**src/rtl/rr_arb_mux.sv**
```systemverilog
// N-channel round-robin arbiter/mux with a registered valid/ready output stage.
// Optional RR_MUX_GRANT_HOLD_EN keeps priority on a granted channel for bursts.
module rr_arb_mux #(
    parameter  int W    = 32,
    parameter  int NCH  = 4,
    localparam int SELW = (NCH > 1) ? $clog2(NCH) : 1
) (
    input  logic             clk,
    input  logic             rst,
    input  logic [NCH-1:0]   in_valid,
    input  logic [NCH*W-1:0] in_data,
    output logic [NCH-1:0]   in_ready,
    output logic             out_valid,
    output logic [W-1:0]     out_data,
    output logic [SELW-1:0]  out_sel,
    input  logic             out_ready
);

    localparam logic [SELW-1:0] LAST = SELW'(NCH - 1);

    logic [SELW-1:0] ptr_q, ptr_d;
    logic            out_valid_q, out_valid_d;
    logic [W-1:0]    out_data_q, out_data_d;
    logic [SELW-1:0] out_sel_q, out_sel_d;

`ifdef RR_MUX_GRANT_HOLD_EN
    logic            hold_q, hold_d;
`endif

    logic [NCH-1:0]  grant;
    logic [SELW-1:0] win;
    logic            any_grant;
    logic            load;

    // Explicit wrap so non-power-of-two channel counts rotate correctly.
    function automatic logic [SELW-1:0] wrap_inc(input logic [SELW-1:0] i);
        return (i == LAST) ? '0 : i + SELW'(1);
    endfunction

    assign load = !out_valid_q || out_ready;

    always_comb begin
        int idx;
        idx       = 0;
        grant     = '0;
        win       = '0;
        any_grant = 1'b0;
        for (int off = 0; off < NCH; off++) begin
            idx = int'(ptr_q) + off;
            if (idx >= NCH) begin
                idx = idx - NCH;
            end
            if (!any_grant && in_valid[idx]) begin
                any_grant  = 1'b1;
                grant[idx] = 1'b1;
                win        = SELW'(idx);
            end
        end
    end

    assign in_ready = rst ? '0 : (grant & {NCH{load}});

    always_comb begin
        ptr_d       = ptr_q;
        out_valid_d = out_valid_q;
        out_data_d  = out_data_q;
        out_sel_d   = out_sel_q;
`ifdef RR_MUX_GRANT_HOLD_EN
        hold_d      = hold_q;
`endif
        if (load) begin
            if (any_grant) begin
                out_valid_d = 1'b1;
                out_data_d  = in_data[int'(win)*W +: W];
                out_sel_d   = win;
`ifdef RR_MUX_GRANT_HOLD_EN
                ptr_d       = win;
                hold_d      = 1'b1;
`else
                ptr_d       = wrap_inc(win);
`endif
            end else begin
                out_valid_d = 1'b0;
`ifdef RR_MUX_GRANT_HOLD_EN
                // Held channel went idle: release its priority.
                if (hold_q && !in_valid[ptr_q]) begin
                    ptr_d  = wrap_inc(ptr_q);
                    hold_d = 1'b0;
                end
`endif
            end
        end
    end

    always_ff @(posedge clk) begin
        if (rst) begin
            ptr_q       <= '0;
            out_valid_q <= 1'b0;
            out_data_q  <= '0;
            out_sel_q   <= '0;
`ifdef RR_MUX_GRANT_HOLD_EN
            hold_q      <= 1'b0;
`endif
        end else begin
            ptr_q       <= ptr_d;
            out_valid_q <= out_valid_d;
            out_data_q  <= out_data_d;
            out_sel_q   <= out_sel_d;
`ifdef RR_MUX_GRANT_HOLD_EN
            hold_q      <= hold_d;
`endif
        end
    end

    assign out_valid = out_valid_q;
    assign out_data  = out_data_q;
    assign out_sel   = out_sel_q;

endmodule

```
**config.mk**
```make
export PLATFORM = sky130hd
export DESIGN_NAME = rr_arb_mux
export DESIGN_NICKNAME = d
export VERILOG_FILES = /design/src/rtl/rr_arb_mux.sv
export SDC_FILE = /design/constraint.sdc
export NUM_CORES = 1
export LEC_CHECK = 0
export CAP_MARGIN = 25
export CORE_ASPECT_RATIO = 1.1
export CORE_MARGIN = 2
export CORE_UTILIZATION = 39
export CTS_BUF_LIST = sky130_fd_sc_hd__clkbuf_8
export DETAILED_ROUTE_END_ITERATION = 7
export PLACE_DENSITY_LB_ADDON = 0.12
export SLEW_MARGIN = 20
export SYNTH_ARGS = -nofsm -noshare
export SYNTH_HDL_FRONTEND = slang
export SYNTH_SLANG_ARGS = --single-unit
```
**constraint.sdc**
```tcl
create_clock -name clk -period 3.45 [get_ports clk]
set_clock_uncertainty 0.2 [all_clocks]
set_input_delay 0.5175 -clock clk [delete_from_list [all_inputs] [get_ports clk]]
set_output_delay 0.5175 -clock clk [all_outputs]
set_load 0.02 [all_outputs]
```
Word level (Yosys, flattened, before mapping)
Cells that the tools add are included.

cells by class
  magnitude comparators = 12
  $add $sub $neg = 8
  shift operators = 1
  bitwise operators = 4
  equal/unequal tests = 1
  reduce and logical (&&, ||, !) cells = 13
  multiplexer cells = 39

operator list
  operator                                               count
  >= comparator 32 x 1 -> 1 bit (second input constant)  4
  < comparator 32 x 4 -> 1 bit (second input constant)   4
  2-to-1 mux 32 bit                                      4
  indexed part select 128 x 8 -> 32 bit                  1
  2-to-1 mux 4 bit                                       5
  2-to-1 mux 1 bit                                       17
  bitwise OR 4 bit                                       3
  subtractor 3 x 3 -> 4 bit (second input constant)      3
  2-to-1 mux 2 bit                                       5
  >= comparator 3 bit (second input constant)            3
  binary-select mux 1 bit (select 2 bit)                 4
  demux 1 bit (select 2 bit)                             4
  logical AND 1 bit                                      7
  adder 2 x 2 -> 3 bit (second input constant)           2
  AND 4 bit                                              1
  logical NOT 1 bit                                      4
  subtractor 2 x 3 -> 4 bit (second input constant)      1
  adder 2 x 1 -> 3 bit (second input constant)           1
  >= comparator 2 x 3 -> 1 bit (second input constant)   1
  adder 2 x 1 -> 2 bit (second input constant)           1
  equality test 2 bit (second input constant)            1
  AND reduction 2 bit                                    1
  logical OR 1 bit                                       1

storage, ports and cells
  output and inout bits = 39
  logic and storage cells = 82
  input port bits = 135
  register bits = 37

Logic depth before layout (Yosys ltp)
  word-level depth = 17
  gate-level depth with buffers = 15
  gate-level depth less buffers = 11

Worst setup path after synthesis
OpenSTA, ideal clock, no wires.

  path kind = register to register
  from = register ptr_q[0]
  to = register ptr_q[0]
  arrival time = 2.901 ns
  period minus slack after synthesis = 3.165 ns
  path slack = 0.285 ns
  path buffers = 3
  stages on the path, launching flop included = 15
  library setup time = 0.065 ns
  data required time = 3.185 ns
  path through = dfxtp_1 -> buf_6 -> inv_1 -> ha_1 -> mux4_2 -> o21ba_2 -> o21ai_1 -> o21ai_2 -> buf_6 -> buf_2 -> inv_1 -> ha_1 -> nor4_1 -> a21oi_1 -> nor2_1

on the way
  cells in the longest elaborated chain, start to end = 17
  elaborated cells on any way between the ends = 45
  those cells by class = 8 x add/sub; 4 x order compare; 1 x eq/ne; 25 x mux; 7 x reduce/logical

ends and longest elaborated chain
  item                                                                                RTL line  text
  start, declared                                                                     21        logic [SELW-1:0] ptr_q, ptr_d;
  start signal, assigned                                                              105       ptr_q <= ptr_d;
  parallel branches: the longest is 14 deep, another holds subtractor 3 x 3 -> 4 bit  n/a
  2-to-1 mux 2 bit (*)                                                                53        if (!any_grant && in_valid[idx]) begin
  via win[0]                                                                          31        logic [SELW-1:0] win;
  adder 2 x 1 -> 2 bit or equality test 2 bit (tied branches)                         37        return (i == LAST) ? '0 : i + SELW'(1);
  2-to-1 mux 2 bit (*)                                                                37

Mark *: on every way through the listed nets, which the timed path passes. The select of a mux whose other input is x is not followed.
A chain may end at the register's enable or synchronous reset.

Final worst setup path
  from = register ptr_q[0]
  to = output port in_ready[1]

on the way
  cells in the longest elaborated chain, start to end = 17
  elaborated cells on any way between the ends = 65
  those cells by class = 7 x add/sub; 12 x order compare; 32 x mux; 4 x bitwise; 10 x reduce/logical

ends and longest elaborated chain
  item                                                                                    RTL line  text
  parallel branches: the longest is 14 deep, another holds >= comparator 32 x 1 -> 1 bit  n/a
  2-to-1 mux 4 bit (*)                                                                    53
  AND 4 bit (*)                                                                           61        assign in_ready = rst ? '0 : (grant & {NCH{load}});
  2-to-1 mux 4 bit (*)                                                                    61
  end, declared                                                                           12        output logic [NCH-1:0] in_ready,

Mark *: on every way between the ends. The select of a mux whose other input is x is not followed.

==> impl_metrics.xml <==
<?xml version="1.0" encoding="UTF-8"?>
<metrics>
  <group name="global_routing">
    <metric name="grt_overflow_total" unit="">0</metric>
    <metric name="gr_met1_demand_resource" unit="%">27.4</metric>
    <metric name="groute.layer.met3.usage" unit="%">4.94</metric>
    <metric name="groute.layer.met2.usage" unit="%">39.3</metric>
    <metric name="top_usage_layer" unit="">met2</metric>
    <metric name="grt_util_all_layers" unit="%">22.2</metric>
    <metric name="grt_pass1_vias" unit="">2997</metric>
    <metric name="grt_antenna_before_repair" unit="">0</metric>
    <metric name="largest_net_degree_at_the_start_of_global_routing" unit="">47</metric>
    <metric name="first_pass_grt_wire_length" unit="um">14600</metric>
  </group>
  <group name="worst_hold_path">
    <metric name="holdPathStages" unit="">2</metric>
    <metric name="hold_class" unit="">flop to flop</metric>
    <metric name="hold_path_startpoint" unit="">out_data[2]</metric>
    <metric name="whs_endpoint" unit="">out_data[2]</metric>
  </group>
  <group name="clock_tree">
    <metric name="h-tree-depth" unit="">2</metric>
    <metric name="clock_tree.root_cell" unit="">clkbuf_8</metric>
    <metric name="postCtsHoldBufs" unit="">0</metric>
    <metric name="clkLatencyLatePin" unit="ns">0.29</metric>
    <metric name="tritoncts" unit="">built</metric>
    <metric name="clock-sinks" unit="">37</metric>
    <metric name="clk_pin_slew" unit="ns">0.08</metric>
    <metric name="post_cts_buffers" unit="">0</metric>
    <metric name="cts_inserted_buffers" unit="">5</metric>
    <metric name="max_root_sink_buffers" unit="">2</metric>
  </group>
  <group name="die">
    <metric name="num_io_pins" unit="">174</metric>
    <metric name="die_w" unit="um">86.9</metric>
    <metric name="row_count" unit="">33</metric>
    <metric name="die-area" unit="um2">8280</metric>
    <metric name="start_util" unit="%">39.9</metric>
    <metric name="fp.coreArea" unit="um2">7390</metric>
    <metric name="floorplan.die.height" unit="um">95.2</metric>
  </group>
  <group name="worst_setup_path">
    <metric name="type_of_the_setup_path_with_the_least_slack" unit="">flop to output port</metric>
    <metric name="critPathRequiredTime" unit="ns">2.73</metric>
    <metric name="worstSetupEndpointType" unit="">output port</metric>
    <metric name="ff2ff_path_depth" unit="">13</metric>
    <metric name="launch_instance_of_the_worst_register_to_register_path" unit="">ptr_q[0]</metric>
    <metric name="rr_endpoint" unit="">ptr_q[0]</metric>
    <metric name="start_kind" unit="">flop</metric>
    <metric name="ff2ff_setup_slack" unit="ns">0.45</metric>
    <metric name="worstPathMaxFanout" unit="">6</metric>
    <metric name="worst-endpoint-arrival" unit="ns">2.50</metric>
  </group>
  <group name="synthesis">
    <metric name="syn_nets" unit="">466</metric>
    <metric name="ys.warnings.count" unit="">0</metric>
    <metric name="ys_ff_latch" unit="">37</metric>
    <metric name="yosys_most_used_dff" unit="">dfxtp_1</metric>
    <metric name="netlist-cell-type-count" unit="">49</metric>
    <metric name="average_cell_area_after_synthesis" unit="um2">9.05</metric>
    <metric name="postSynthCellCount" unit="">326</metric>
    <metric name="synth_edf_count" unit="">0</metric>
    <metric name="synth_seq_area_share" unit="%">25.1</metric>
    <metric name="ys_async_sr_fraction" unit="%">0</metric>
    <metric name="syn_area" unit="um2">2950</metric>
  </group>
  <group name="placed_design">
    <metric name="detailed_placer_s_ending_hpwl" unit="um">7200</metric>
    <metric name="routabilityCongestion" unit="">0.882</metric>
    <metric name="numPortBuffers" unit="">173</metric>
  </group>
  <group name="timing">
    <metric name="worst_tran_pin_value" unit="ns">0.641</metric>
    <metric name="relSlewSlack" unit="%">56.8</metric>
    <metric name="slew_viol_final" unit="">0</metric>
    <metric name="max_freq" unit="MHz">311</metric>
    <metric name="final-setup-viol-count" unit="">0</metric>
    <metric name="fin_worst_hold_slack" unit="ns">0.273</metric>
    <metric name="final_min_period_over_clock_period" unit="%">93.3</metric>
    <metric name="grt_setup_unrepaired" unit="">no</metric>
    <metric name="period_minus_slack" unit="ns">3.22</metric>
    <metric name="final-hold-violation-count" unit="">0</metric>
    <metric name="fin_setup_tns" unit="ns">0</metric>
  </group>
  <group name="layout">
    <metric name="layout_stage_area_growth_over_the_synthesis_result" unit="%">65.7</metric>
    <metric name="design.final.nets" unit="">638</metric>
    <metric name="most-common-layout-cells" unit="">169 x clkdlybuf4s50_1, 37 x mux2i_1, 37 x dfxtp_1</metric>
    <metric name="layout.cells.most_common" unit="">clkdlybuf4s50_1</metric>
    <metric name="antenna_cells" unit="">0</metric>
    <metric name="layout.core_utilization" unit="%">66.2</metric>
    <metric name="drive_gt1_share" unit="%">14.7</metric>
  </group>
  <group name="drt">
    <metric name="vias" unit="">3215</metric>
    <metric name="first_iter_violations" unit="">70</metric>
    <metric name="detail_route.drc_violations" unit="">0</metric>
    <metric name="wire_length_per_cell" unit="um">16.5</metric>
    <metric name="route.antenna.remaining_nets" unit="">0</metric>
    <metric name="avgViaCountPerCell" unit="">5.50</metric>
    <metric name="drt_first_pass_iters" unit="">4</metric>
    <metric name="routed_wirelength" unit="um">9680</metric>
  </group>
  <group name="power_and_ir_drop">
    <metric name="finalPower" unit="mW">3.62</metric>
    <metric name="power.ir.vdd_worst" unit="mV">0.603</metric>
    <metric name="leakagePower" unit="nW">1.96</metric>
    <metric name="power_per_cell_area" unit="nW/um2">740</metric>
  </group>
  <group name="run_status">
    <metric name="status" unit="">finished clean</metric>
  </group>
  <group name="job">
    <metric name="max_cap_violations" unit="">0</metric>
  </group>
</metrics>
## worst max-delay path: stages (launching register included)
cell           delay (ns)
dfxtp_1              0.33
inv_1                0.06
ha_1                 0.34
mux4_2               0.60
a22oi_1              0.22
nor2_1               0.06
a221oi_1             0.21
nor2_1               0.06
dlygate4sd2_1        0.32
## state kept, by name (all words and copies together), names as in the netlist
name and count:
out_data 32, out_sel 2, ptr_q 2, out_valid 1
## layout make-up
| type | count | area, um2 |
|---|---|---|
| sequential | 37 | 741 |
| clock buffer | 6 | 82.6 |
| multi-input combinational | 251 | 2000 |
| timing repair buffer | 198 | 1940 |
| inverter | 5 | 18.8 |
| clock inverter | 1 | 3.75 |
| fill | 610 | 2500 |
| tap | 87 | 109 |
## cell usage after synthesis, drive strengths merged (2+ instances only)
master | count | area (um2)
nand2b | 5 | 31.3
a2111o | 2 | 22.5
a221oi | 5 | 43.8
a22oi | 4 | 30.0
buf | 23 | 171
o21ai | 7 | 38.8
ha | 5 | 62.6
inv | 5 | 18.8
a2111oi | 2 | 23.8
mux2 | 2 | 22.5
nor3 | 2 | 10.0
o21ba | 2 | 20.0
mux4 | 2 | 45.0
nand2 | 36 | 135
nand3b | 32 | 240
o211ai | 63 | 608
dfxtp | 37 | 741
nor4 | 2 | 12.5
a211oi | 2 | 15.0
a21oi | 6 | 30.0
nor2 | 16 | 60.1
nor2b | 2 | 20.0
nor3b | 2 | 15.0
clkbuf | 10 | 41.3
mux2i | 37 | 370
## cells by family after synthesis
family          synth area share, %
compound gates                 29.3
flops                          25.1
simple gates                   20.8
buf+inv                        7.84
fa+ha+maj                      2.12
mux                            14.8
## routing by layer
| layer | up-vias | part of all wire [%] |
|---|---|---|
| met5 | - | 0 |
| li1 | 1580 | - |
| met2 | 109 | 50 |
| met4 | 0 | 1.5 |
| met1 | 1514 | 43 |
| met3 | 12 | 6.2 |
## worst max-delay path by stage
stage | startpoint | end | depth (start not counted)
floorplan | ptr_q[0] | ptr_q[0] | 14
CTS | ptr_q[0] | in_ready[1] | 8
detailed placement | in_valid[3] | in_ready[1] | 8
finish | ptr_q[0] | in_ready[1] | 8
global placement | in_valid[2] | in_ready[0] | 7
global route | ptr_q[0] | in_ready[1] | 8
## metrics by stage
step                worst slack, ns  std cells  instance area [um2]
floorplan                     0.285        326                 2950
global placement             0.0668        578                 4810
detailed placement           0.0113        578                 4810
CTS                           0.201        585                 4890
global route                 0.0430        585                 4890
finish                        0.233        585                 4890
## where the power goes
part	internal [mW]	switching [mW]	total [mW]
clock network	0.156	0.156	0.312
logic	1.21	1.38	2.59
registers	0.625	0.0888	0.714
## repair_timing
item | 4_1_cts | 5_1_grt
endpoints found under the hold margin | 0 | 0
setup endpoints to repair | 4 | 0
resized for setup | 4 | 0
Note: power is estimated with default switching activity, not from simulation.
